==> src/rtl/seg7_scan_ctrl_pkg.sv <==
// Shared constants and the hex-to-7-segment decode used by the display paths.
// Segment patterns are active-low, bit order g,f,e,d,c,b,a.
package seg7_scan_ctrl_pkg;

   localparam logic [7:0] SEG_OFF          = 8'hFF;
   localparam logic [3:0] AN_OFF           = 4'hF;
   localparam int         SCAN_DIV_DEFAULT = 50000;

   function automatic logic [6:0] hex7(input logic [3:0] nib);
      logic [6:0] pat;
      pat = 7'h7F;
      case (nib)
         4'h0: pat = 7'h40;
         4'h1: pat = 7'h79;
         4'h2: pat = 7'h24;
         4'h3: pat = 7'h30;
         4'h4: pat = 7'h19;
         4'h5: pat = 7'h12;
         4'h6: pat = 7'h02;
         4'h7: pat = 7'h78;
         4'h8: pat = 7'h00;
         4'h9: pat = 7'h10;
         4'hA: pat = 7'h08;
         4'hB: pat = 7'h03;
         4'hC: pat = 7'h46;
         4'hD: pat = 7'h21;
         4'hE: pat = 7'h06;
         4'hF: pat = 7'h0E;
         default: pat = 7'h7F;
      endcase
      return pat;
   endfunction

endpackage

==> src/rtl/seg7_scan_ctrl_hex.sv <==
// Combinational nibble to active-low 7-segment pattern (g,f,e,d,c,b,a).
module hex_to_seg7
   import seg7_scan_ctrl_pkg::*;
(
   input  logic [3:0] nib,
   output logic [6:0] seg
);

   always_comb begin
      seg = hex7(nib);
   end

endmodule

==> src/rtl/seg7_scan_ctrl.sv <==
// Four-digit multiplexed 7-segment scanner; display data is shadowed once per
// frame so a digit never mixes old and new values within one scan.
module seg7_scan_ctrl
   import seg7_scan_ctrl_pkg::*;
#(
   parameter int SCAN_DIV = SCAN_DIV_DEFAULT,
   parameter int CNT_W    = 16
)(
   input  logic        clk,
   input  logic        rst,
   input  logic        en,
   input  logic [15:0] disp_data,
   input  logic [3:0]  dp,
   input  logic [3:0]  blank,
   output logic [3:0]  an,
   output logic [7:0]  seg,
   output logic        frame_done
);

   localparam logic [CNT_W-1:0] CNT_LAST = CNT_W'(SCAN_DIV - 1);

   logic [CNT_W-1:0] cnt_q, cnt_d;
   logic [1:0]       idx_q, idx_d;
   logic [15:0]      data_s_q, data_s_d;
   logic [3:0]       dp_s_q, dp_s_d;
   logic [3:0]       blank_s_q, blank_s_d;
   logic [3:0]       an_q, an_d;
   logic [7:0]       seg_q, seg_d;
   logic             frame_done_q, frame_done_d;
   logic             tick;
   logic [3:0]       nib_s [4];
   logic [6:0]       dec_seg;

   for (genvar gi = 0; gi < 4; gi++) begin : g_nib
      assign nib_s[gi] = data_s_q[gi*4 +: 4];
   end

   hex_to_seg7 u_dec (
      .nib (nib_s[idx_q]),
      .seg (dec_seg)
   );

   always_comb begin
      cnt_d        = cnt_q;
      idx_d        = idx_q;
      data_s_d     = data_s_q;
      dp_s_d       = dp_s_q;
      blank_s_d    = blank_s_q;
      an_d         = AN_OFF;
      seg_d        = SEG_OFF;
      frame_done_d = 1'b0;
      tick         = en && (cnt_q == CNT_LAST);

      if (en) begin
         cnt_d = tick ? '0 : cnt_q + 1'b1;
         if (tick) begin
            idx_d = idx_q + 2'd1;
         end
         // Latch on the last slot of a frame so the next digit0 shows new data.
         if (tick && idx_q == 2'd3) begin
            data_s_d     = disp_data;
            dp_s_d       = dp;
            blank_s_d    = blank;
            frame_done_d = 1'b1;
         end
         an_d  = ~(4'b0001 << idx_q);
         seg_d = blank_s_q[idx_q] ? SEG_OFF : {~dp_s_q[idx_q], dec_seg};
      end
   end

   always_ff @(posedge clk) begin
      if (rst) begin
         cnt_q        <= '0;
         idx_q        <= 2'd0;
         data_s_q     <= 16'h0000;
         dp_s_q       <= 4'h0;
         blank_s_q    <= 4'h0;
         an_q         <= AN_OFF;
         seg_q        <= SEG_OFF;
         frame_done_q <= 1'b0;
      end else begin
         cnt_q        <= cnt_d;
         idx_q        <= idx_d;
         data_s_q     <= data_s_d;
         dp_s_q       <= dp_s_d;
         blank_s_q    <= blank_s_d;
         an_q         <= an_d;
         seg_q        <= seg_d;
         frame_done_q <= frame_done_d;
      end
   end

   assign an         = an_q;
   assign seg        = seg_q;
   assign frame_done = frame_done_q;

endmodule

==> config.mk <==
export PLATFORM = sky130hd
export DESIGN_NAME = seg7_scan_ctrl
export DESIGN_NICKNAME = d
export VERILOG_FILES = /design/src/rtl/seg7_scan_ctrl_pkg.sv /design/src/rtl/seg7_scan_ctrl_hex.sv /design/src/rtl/seg7_scan_ctrl.sv
export SDC_FILE = /design/constraint.sdc
export NUM_CORES = 1
export LEC_CHECK = 0
export ABC_CLOCK_PERIOD_IN_PS = 5980
export BUFFER_PORTS_ARGS = -buffer_cell sky130_fd_sc_hd__buf_2
export CORE_MARGIN = 2
export CORE_UTILIZATION = 61
export CTS_BUF_LIST = sky130_fd_sc_hd__clkbuf_16
export CTS_CLUSTER_DIAMETER = 30
export DETAILED_ROUTE_END_ITERATION = 16
export GPL_ROUTABILITY_DRIVEN = 0
export PLACE_DENSITY = 0.85
export SLEW_MARGIN = 20
export SYNTH_ARGS = -nofsm -noshare
export SYNTH_HDL_FRONTEND = slang
export SYNTH_SLANG_ARGS = --single-unit
==> constraint.sdc <==
create_clock -name clk -period 5.98 [get_ports clk]
set_input_delay 1.196 -clock clk [delete_from_list [all_inputs] [get_ports clk]]
set_output_delay 1.196 -clock clk [all_outputs]
set_load 0.01 [all_outputs]
== After elaboration in Yosys (flattened, before gate mapping) ==
Memory sizes are Yosys's and may differ from the RTL's. A register that Yosys moved wholly into a read port is not among the register bits.
Index checks and enable logic that the tools add are counted.

* Add/sub/neg operators: 2
* $lt $le $gt $ge: 2
* Equal/unequal tests: 2
* Shifts and indexed selects: 1
* Mux-type cells: 9
* Bitwise logic cells: 4
* Reductions and logical operators: 6

{| class="wikitable"
|+ Operators by type and width
! operator !! number
|-
| adder 16 x 1 -> 16 bit (second input constant) || 1
|-
| == test 16 bit (second input constant) || 1
|-
| 2-to-1 mux 16 bit || 1
|-
| binary-select mux 4 bit (select 2 bit) || 1
|-
| 2-to-1 mux 4 bit || 2
|-
| binary-select mux 1 bit (select 2 bit) || 2
|-
| NOT 4 bit || 1
|-
| AND reduction 2 bit || 2
|-
| << shifter 1 x 2 -> 4 bit (first input constant) || 1
|-
| >= comparator 3 bit (second input constant) || 1
|-
| less-than comparator 2 x 3 -> 1 bit (second input constant) || 1
|-
| 2-to-1 mux 1 bit || 3
|-
| NOT 2 -> 3 bit || 1
|-
| OR reduction 3 bit || 1
|-
| adder 2 x 1 -> 2 bit (second input constant) || 1
|-
| == test 2 bit (second input constant) || 1
|-
| logical AND 1 bit || 2
|-
| NOT 1 bit || 2
|-
| OR reduction 2 bit || 1
|}

* Bits in registers: 55
* Bits in read-only memories: 112
* Output and inout bits: 13
* Word-level logic and storage cells: 35
* Memories kept: 1

{| class="wikitable"
|+ Memories
! name !! words !! width !! rd ports !! clocked after Yosys merged registers in !! write ports !! RTL line !! source
|-
| (name not given) || 16 || 7 || 1 || 1 || 0 || seg7_scan_ctrl_pkg.sv:12 || <nowiki>case (nib)</nowiki>
|}

== Depth between registers and ports, before layout ==
Gate-level depths: netlist of the first run.

* Depth after elaboration: 4
* Gate-level depth with buffers: 8
* Gate-level depth less buffers: 6

== Modules after synthesis ==
From an unflattened synthesis of the first run, not the netlist that was laid out.

* Cells, all modules: 285
* Area total of the unflattened synthesis: 2618.8 sq um

{| class="wikitable"
|+ By module, submodules not included
! module !! instances !! cells each !! area an instance (sq um) !! seq. area each (sq um)
|-
| seg7_scan_ctrl || 1 || 252 || 2344.7 || 1101.1
|-
| hex_to_seg7 || 1 || 33 || 274.0 || 0.0
|}

== Worst setup path before layout of the first run ==
OpenSTA, ideal clock, no wires.

* Path kind: in2reg
* Start point: input port en
* End point: register blank_s_q[0]
* Arrival: 2411 ps
* Setup slack: 3437 ps
* Cell stages on the path: 8
* Buffers on the path: 4
* Cell sequence: buf_2 and3_1 clkbuf_1 nand4_1 buf_2 buf_2 o31ai_1 a21oi_1

* Cells in the longest elaborated chain, start to end: 3

{| class="wikitable"
|+ Ends and longest elaborated chain
! item !! RTL line !! source
|-
| from (decl) || seg7_scan_ctrl.sv:11 || <nowiki>input logic en,</nowiki>
|-
| logical AND 1 bit || seg7_scan_ctrl.sv:52 || <nowiki>tick = en && (cnt_q == CNT_LAST);</nowiki>
|-
| logical AND 1 bit || seg7_scan_ctrl.sv:60 || <nowiki>if (tick && idx_q == 2'd3) begin</nowiki>
|-
| AND reduction 2 bit (no source line) * || -- ||
|-
| to (signal assigned) || seg7_scan_ctrl.sv:86 || <nowiki>blank_s_q <= blank_s_d;</nowiki>
|-
| to (decl) || seg7_scan_ctrl.sv:26 || <nowiki>logic [3:0] blank_s_q, blank_s_d;</nowiki>
|}

Every way passes the cells marked *; elsewhere a longest branch is shown, timed or not.
A chain may end at the register's enable or synchronous reset.

== Worst setup path in the final report of the first run ==
* Start point: register idx_q[0]
* End point: register dp_s_q[2]

* Cells in the longest elaborated chain, start to end: 3

{| class="wikitable"
|+ Ends and longest elaborated chain
! item !! RTL line !! source
|-
| from (decl) || seg7_scan_ctrl.sv:23 || <nowiki>logic [1:0] idx_q, idx_d;</nowiki>
|-
| from (signal assigned) || seg7_scan_ctrl.sv:83 || <nowiki>idx_q <= idx_d;</nowiki>
|-
| == test 2 bit || seg7_scan_ctrl.sv:60 ||
|-
| logical AND 1 bit || seg7_scan_ctrl.sv:60 ||
|-
| AND reduction 2 bit (no source line) || -- ||
|-
| to (signal assigned) || seg7_scan_ctrl.sv:85 || <nowiki>dp_s_q <= dp_s_d;</nowiki>
|-
| to (decl) || seg7_scan_ctrl.sv:25 || <nowiki>logic [3:0] dp_s_q, dp_s_d;</nowiki>
|}

No other way between the ends.

==> results of run 1 <==
[worst max path at each step]
stage,slack [ns],cells past startpoint,from,end
after detailed placement,3.24,4,idx_q[0],data_s_q[4]
after floorplan,3.44,8,en,blank_s_q[0]
after global routing,2.93,4,idx_q[0],data_s_q[4]
final,3.18,4,idx_q[0],dp_s_q[2]
after global placement,3.33,4,rst,seg[2]
after CTS,3.21,4,idx_q[0],data_s_q[4]
[metrics by stage]
step / area [um2] / utilization, % / total power, W
4_1_cts: 2950 / 72.3 / 0.000681
6_report: 2950 / 72.3 / 0.000678
3_5_place_dp: 2810 / 68.7 / 0.000403
2_1_floorplan: 2650 / - / 0.000390
3_3_place_gp: 2810 / 68.7 / 0.000402
5_1_grt: 2950 / 72.3 / 0.000700
[area by class of cell]
cell class / instances / area (um2) / share of cell area (%)
Tap cell: 50 / 62.6 / 2.12
Sequential cell: 55 / 1100 / 37.3
Clock buffer: 5 / 125 / 4.24
Multi-Input combinational cell: 197 / 1400 / 47.3
Inverter: 8 / 30.0 / 1.02
Clock inverter: 3 / 20.0 / 0.678
Timing Repair Buffer: 42 / 218 / 7.37
[critical path, stage by stage (launching register included)]
cell and delay, ns:
dfxtp_1 0.64, ha_1 0.87, inv_1 0.61, o31ai_1 0.43
a21oi_1 0.11
[logic make-up (layout without fill, tap and decap cells)]
logic type | Yosys count | in the layout
AOI/OAI and AO/OA | 79 | 79
xor gates and xnor gates | 10 | 10
muxes | 7 | 7
and+or+nand+nor | 90 | 90
adders and majority gates | 11 | 11
DFF | 55 | 55
buffers and inverters | 36 | 58
[sequential cells by signal, summed over array words and instances, names as in the netlist]
name	flops
blank_s_q	4
dp_s_q	4
idx_q	2
cnt_q	16
seg	8
an	4
data_s_q	16
frame_done	1
[per-layer routing]
metal,part of all wire [%],GRT usage (%)
met1,44,32.6
met2,49,40.7
met3,5.9,3.75
met4,1.2,5.98
met5,0,0
[power by group]
part	internal (W)	switching, W
logic	0.0000106	0.0000124
registers	0.000369	0.00000171
clock network	0.000155	0.000129
[cells in the final DEF (no fill, tap or decap), drive strengths merged, types with 4 or more instances in the layout]
cell / Yosys / layout
dfxtp: 55 / 55
inv: 8 / 8
ha: 11 / 11
buf: 10 / 42
xnor2: 4 / 4
o221ai: 4 / 4
nor2: 14 / 14
clkbuf: 18 / 5
o21ai: 8 / 8
mux4: 6 / 6
or3: 4 / 4
xor2: 6 / 6
a21oi: 35 / 35
nand2: 13 / 13
nand4: 32 / 32
nor2b: 5 / 5
o31ai: 25 / 25
nand3: 7 / 7
==> metrics.cfg, run 1 <==
[floorplan]
core_area_mm2=0.00409
fp.dieArea_mm2=0.00489
rows=23
chipWidth_um=69.9
ios=40
fp.dieH_um=69.9
start_util_pct=64.8

[synthesis]
synth_adder_area_share_pct=5.20
synth_top_family_by_area=simple AND/OR/NAND/NOR gates
synthesis.area_mm2=0.00265
yosysMostFrequentCell=dfxtp_1
synthFlopType=dfxtp_1
synth_common_cells=dfxtp_1, a21oi_1, nand4_1
synth.avg_cell_area_um2=9.20
synth_compound_area_share_pct=18.7
synth_simple_gate_area_share_pct=20.1
ys_types=40
syn_nets=326
synth-edff-count=0
synth_top_area_share_pct=41.6
synth_mux_area_share_pct=5.48
ys_async_sr_fraction_pct=0
synth_xor_area_share_pct=3.31
ys_seq_area_share_pct=41.6
postSynthCellCount=288
ys_ff_latch=55
synthTopCellsByArea=dfxtp_1, nand4_1, o31ai_1
synth_area_leader_cell=dfxtp_1
yosysWarnings=0

[detailed_routing]
drcViolationCount=0
wire_per_inst_um=15.9
firstDrtPassIters=4
drtIter0Drc=141
vias=2282
drtAntennaViolNets=0
viasPerCell=6.34
wl_um=5740

[sta]
setup_tns_ns=0
fin_skew_ns=0.00785
drv_slew=0
tightest_slew_ns=0.937
hold_slack_ns=0.471
fin_crit_ns=2.80
rsz0062_at_grt=false
setup-violations-final=0
fmax_ghz=0.357
setup_slack_ns=3.18
finalCritPeriodShare_pct=46.9
hold_viol=0
slew_headroom_pct=37.5

[place]
dp_slack_ns=3.24
dp_hpwl_um=3760
numPlacedInstances=352
numPortBuffers=39

[run_status]
status=finished, final reports clean

[global_route]
grt_util_all_layers_pct=24.2
grt_max_degree=31
grt_pass1_wl_um=9630
grt_pass1_vias=2107
antenna_found_initial=0
grt_overflow=0

[layout]
n_fill_cell=309
antennaDiodeCount=0
layout-drive-gt1-share_pct=21.3
instances_no_fill=360
syn_to_final_growth_pct=11.5
fin_nets=347

[hold_path]
hp-class=flip-flop to flip-flop
hold_depth=2
worstHoldStart=data_s_q[15]
min_to=data_s_q[15]

[worst_setup_path]
r2r-end=dp_s_q[2]
crit_arrival_ns=2.96
end_kind=flip-flop
crit_path_max_fanout=26
crit_type=flip-flop to flip-flop
startpoint_type=flip-flop
reg2reg_depth=4
r2r_slack_ns=3.18
worst_ep_required_time_ns=6.13
r2r_start=idx_q[0]

[clock_tree]
clk_path_buf_depth=2
cts_made_buffers=5
cts_tree=done
post_cts_buffers=0
root_buffer=clkbuf_16
cts.sinks=55
cts.clk_slew.worst_paths_ns=0.07
h-tree-depth=2
clkLatencyLatePin_ns=0.29
cts_hold_buf=0
postCtsResizedCells=0

[pwr]
p_leak_nw=0.981
powerDensity_mw_per_mm2=229
ir_drop_mv=0.195

[run]
maxCapViolations=0

(Power assumes the default switching activity.)
==> run 2, diff against run 1 <==
- ABC_CLOCK_PERIOD_IN_PS: 5980 -> 2720
- CORE_UTILIZATION: 61 -> 56
- PLACE_DENSITY: 0.85 -> 0.79
- clock period: 5.98 -> 2.72 ns (I/O delays scaled with it)
==> run 2 against run 1 <==
- critical path type unchanged
- sequential share of layout area down 0.11 points
- combinational power up 120%
- register-to-register slack worse by 2.6 ns
- clock-buffer cell count unchanged
- critical path depth up 1
- first-iteration DRC count down 33%
- wire length down 0.71%
==> metrics.cfg, run 2 (synthesis gave the netlist of run 1 again) <==
[detailed_routing]
wl_um=5700  ; -0.71%
firstDrtPassIters=4  ; unchanged
highest_layer=met4
met1_length_um=2610  ; +2.6%
drtAntennaViolNets=0  ; unchanged
met3WireLength_um=198  ; -42%
wire_per_inst_um=15.6  ; -2.1%
vias=2233  ; -2.1%
drtIter0Drc=94  ; -33%
viasPerCell=6.12  ; -3.5%
drcViolationCount=0  ; unchanged
met2_length_um=2850  ; +2.4%

[sta]
fmax_ghz=0.466  ; +31%
setup_tns_ns=0  ; unchanged
tightest_slew_ns=0.718  ; -0.219 ns
drv_slew=0  ; unchanged
fin_crit_ns=2.15  ; -0.656 ns
slew_headroom_pct=52.1  ; +15 points
setup-violations-final=0  ; unchanged
rsz0062_at_grt=false
fin_skew_ns=0.00398  ; -0.00387 ns
hold_viol=0  ; unchanged
finalCritPeriodShare_pct=78.9  ; +32 points

[hold_path]
hp-class=flip-flop to flip-flop
hold_depth=2  ; unchanged

[floorplan]
chipWidth_um=72.8  ; +4.1%
rows=25  ; +8.7%
ios=40  ; unchanged
fp.dieArea_mm2=0.00530  ; +8.4%
core_area_mm2=0.00463  ; +13%
fp.dieH_um=72.8  ; +4.1%
start_util_pct=57.2  ; -7.6 points

[layout]
final_cell_mix=dfxtp_1, buf_2, a21oi_1, nand4_1, o31ai_1
mostFrequentLayoutCell=dfxtp_1
fin_nets=349  ; +0.58%
final_core_util_pct=64.0  ; -8.3 points
layout-drive-gt1-share_pct=21.5  ; +0.25 points
syn_to_final_growth_pct=11.9
antennaDiodeCount=0  ; unchanged

[worst_setup_path]
end_kind=flip-flop
crit_arrival_ns=2.28  ; -0.68 ns
reg2reg_depth=5  ; +1
crit_type=flip-flop to flip-flop
crit_path_max_incr_delay_ns=0.64  ; -0.23 ns
crit_chain=mux4_2 > ha_1 > nor2b_1 > a211oi_1 > o21ai_0
crit_path_max_fanout=10  ; -62%
startpoint_type=flip-flop
cp_slowest_cell=mux4_2
worst_ep_required_time_ns=2.86  ; -3.27 ns

[pwr]
powerDensity_mw_per_mm2=492  ; +110%
finalPower_w=0.00146  ; +110%
p_leak_nw=0.991  ; +1.1%
ir_drop_mv=0.428  ; +120%

[clock_tree]
post_cts_buffers=0  ; unchanged
cts.clk_slew.worst_paths_ns=0.06  ; about the same
cts_tree=done
cts.sinks=55  ; unchanged
root_buffer=clkbuf_16
h-tree-depth=2  ; unchanged
cts_made_buffers=5  ; unchanged
clkLatencyLatePin_ns=0.28  ; about the same
cts_hold_buf=0  ; unchanged
clk_path_buf_depth=2  ; unchanged
postCtsResizedCells=0  ; unchanged

[global_route]
antenna_found_initial=0  ; unchanged
grt_overflow=0  ; unchanged
grt_max_degree=31  ; unchanged
grt_pass1_wl_um=9340  ; -3.0%
grt_pass1_vias=1981  ; -6.0%
grt_util_all_layers_pct=22.3  ; -1.8 points

[run_status]
status=finished, final reports clean

[run]
maxCapViolations=0  ; unchanged

[place]
numPortBuffers=39  ; unchanged
dp_hpwl_um=3710  ; -1.5%

==> run 2: changes by cell type in the layout (fill, tap and decap cells not counted), sizes merged <==
cell,delta
buf,+2
clkinvlp,-1
==> run 2: worst max-delay path: cells and delay by family (launching register included) <==
family / cells / cell delay (ns)
muxes: 1 / 0.64
DFF: 1 / 0.63
AOI/OAI and AO/OA: 2 / 0.30
adders and majority gates: 1 / 0.27
and+or+nand+nor: 1 / 0.15
==> run 2: layer usage <==
metal,vias up,GRT usage [%]
met1,1062,31.0
li1,1116,-
met3,4,3.31
met2,51,36.7
met4,0,5.56
met5,-,0
==> run 2: cell type report <==
| type | instances | area (um2) |
|---|---|---|
| Timing Repair Buffer | 44 | 233 |
| Fill cell | 394 | 1670 |
| Tap cell | 54 | 67.6 |
| Sequential cell | 55 | 1100 |
| Clock buffer | 5 | 125 |
| Multi-Input combinational cell | 197 | 1400 |
| Inverter | 8 | 30.0 |
| Clock inverter | 2 | 8.76 |
==> run 2: where the power goes <==
part           total [W]  internal [W]  switching, W
combinational  0.0000509     0.0000232     0.0000277
sequential      0.000816      0.000813    0.00000364
clock           0.000589      0.000331      0.000258
total            0.00146       0.00117      0.000289
==> run 2: per-stage QoR <==
stage                     instances  instance area (um2)  hold slack, ns  setup WS, ns
final                           365                 2960           0.470         0.574
after global routing            365                 2960           0.495         0.408
after CTS                       365                 2960           0.468         0.590
after detailed placement        358                 2830           0.459         0.604
after global placement          358                 2830           0.455         0.661
after floorplan                 288                 2650           0.445         0.827
==> run 2: final timing paths <==
kind	start	to	slack [ns]
setup / recovery	idx_q[0]	seg[3]	0.57
hold / removal	dp_s_q[2]	dp_s_q[2]	0.47
setup reg to reg	idx_q[0]	seg[3]	0.57
hold reg to reg	dp_s_q[2]	dp_s_q[2]	0.47
==> run 3, diff against run 2 <==
- ABC_CLOCK_PERIOD_IN_PS: 2720 -> 2100
- clock period: 2.72 -> 2.1 ns (I/O delays scaled with it)
==> run 3 against run 2 <==
- clock-buffer cell count unchanged
- critical path depth is 1 higher
- final area up 1.7%
- combinational power rose by 34%
- clock skew increased by 0.0013 ns
- maximum frequency grew 13%
- largest cell class unchanged
==> metrics.cfg, run 3 (synthesis gave the netlist of run 1 again) <==
[run_status]
status=finished, final reports clean

[worst_setup_path]
worst_ep_required_time_ns=2.31  ; -0.55 ns
crit_type=flip-flop to flip-flop
end_kind=flip-flop
r2r_slack_ns=0.21  ; -0.36 ns
crit_arrival_ns=2.11  ; -0.17 ns
startpoint_type=flip-flop
crit_path_max_fanout=10  ; unchanged
reg2reg_depth=6  ; +1

[floorplan]
fp.dieArea_mm2=0.00530  ; unchanged
start_util_pct=57.2  ; unchanged
fp.dieH_um=72.8  ; unchanged
chipWidth_um=72.8  ; unchanged
core_area_mm2=0.00463  ; unchanged
rows=25  ; unchanged
ios=40  ; unchanged

[global_route]
grt_overflow=0  ; unchanged
antenna_found_initial=0  ; unchanged
grt_pass1_vias=2019  ; +1.9%
grt_util_all_layers_pct=22.4  ; +0.071 points
grt_pass1_wl_um=9460  ; +1.3%
grt_max_degree=30  ; -3.2%

[sta]
fin_skew_ns=0.00524  ; +0.00126 ns
setup_tns_ns=0  ; unchanged
hold_slack_ns=0.380  ; -0.0896 ns
tightest_slew_ns=0.703  ; -0.0148 ns
fmax_ghz=0.529  ; +13%
fin_crit_ns=1.89  ; -0.255 ns
slew_headroom_pct=53.1  ; +0.99 points
drv_slew=0  ; unchanged
finalCritPeriodShare_pct=90.1  ; +11 points
rsz0062_at_grt=false
setup-violations-final=0  ; unchanged
hold_viol=0  ; unchanged

[clock_tree]
post_cts_buffers=0  ; unchanged
cts_tree=done
clk_path_buf_depth=2  ; unchanged
root_buffer=clkbuf_16
cts_hold_buf=0  ; unchanged
cts_made_buffers=5  ; unchanged
cts.clk_slew.worst_paths_ns=0.07  ; about the same
clkLatencyLatePin_ns=0.29  ; about the same
cts.sinks=55  ; unchanged
h-tree-depth=2  ; unchanged

[place]
dp_hpwl_um=3740  ; +0.86%
numPlacedInstances=363  ; +1.4%
numPortBuffers=39  ; unchanged

[layout]
multi_input_area_mm2=0.00140  ; unchanged
fin_nets=354  ; +1.4%
regArea_mm2=0.00110  ; +0.11%
syn_to_final_growth_pct=13.7
final_cell_mix=dfxtp_1, buf_2, a21oi_1, nand4_1, o31ai_1
mostFrequentLayoutCell=dfxtp_1
antennaDiodeCount=0  ; unchanged
instances_no_fill=371  ; +1.6%
n_fill_cell=394  ; unchanged
layout-drive-gt1-share_pct=23.7  ; +2.1 points

[pwr]
finalPower_w=0.00193  ; +32%
p_leak_nw=1.02  ; +2.6%
powerDensity_mw_per_mm2=640  ; +30%
ir_drop_mv=0.445  ; +4.0%

[detailed_routing]
firstDrtPassIters=4  ; unchanged
wl_um=5660  ; -0.68%
viasPerCell=6.13  ; +0.15%
drtAntennaViolNets=0  ; unchanged
drcViolationCount=0  ; unchanged
vias=2273  ; +1.8%
wire_per_inst_um=15.2  ; -2.3%
drtIter0Drc=149  ; +59%

[hold_path]
hold_depth=3  ; +1
hp-class=input port to flip-flop

[run]
maxCapViolations=0  ; unchanged

[run 3: cell types whose count changed in the layout (fill, tap and decap cells not counted), sizes merged]
cell,delta
buf,+5
clkinvlp,+2
clkinv,-1
[run 3: final cells by class]
type | instances | share of cell area (%)
multi-input combinational | 197 | 46.4
sequential | 55 | 36.6
timing repair buffer | 49 | 8.97
clock buffer | 5 | 4.15
tap | 54 | 2.24
inverter | 8 | 0.997
clock inverter | 3 | 0.664
[run 3: where the power goes]
group,internal [W],switching (W),leakage (nW)
clock network,0.000440,0.000362,0.0658
registers,0.00105,0.00000438,0.446
logic,0.0000326,0.0000359,0.505
total,0.00152,0.000402,1.02
[run 3: path summary, 6_finish.rpt]
kind,end,startpoint
worst max-delay path,seg[3],idx_q[1]
worst min-delay path,data_s_q[8],disp_data[8]
worst max register to register,seg[3],idx_q[1]
worst min register to register,blank_s_q[0],blank_s_q[0]
[run 3: routing by layer]
metal,track usage [%],routed length [um],share of wire (%),up-vias
met1,32.3,2690,48,1082
met5,0,0,0,-
li1,-,-,-,1130
met3,4.14,199,3.5,9
met2,33.7,2680,47,52
met4,7.61,87,1.5,0
[run 3: worst max-delay path, cell delays in order, from the launching register on]
cell and delay, ns:
dfxtp_1 0.59, mux4_2 0.44, inv_1 0.16, ha_1 0.26, nor2_1 0.14, a211oi_1 0.07, o21ai_0 0.16
[run 3: timing repair]
action | 4_1_cts | 5_1_grt
gates resized for setup | 0 | 1
endpoints found under the setup margin | 0 | 1
hold endpoints to repair | 0 | 0
[run 3: metrics by stage]
stage                     worst slack [ns]  area (um2)  util (%)
after global placement               0.247        2870      61.9
after CTS                            0.147        3010      65.1
after detailed placement             0.173        2870      61.9
after global routing                0.0834        3010      65.1
after floorplan                      0.207        2650         -
final                                0.209        3010      65.1
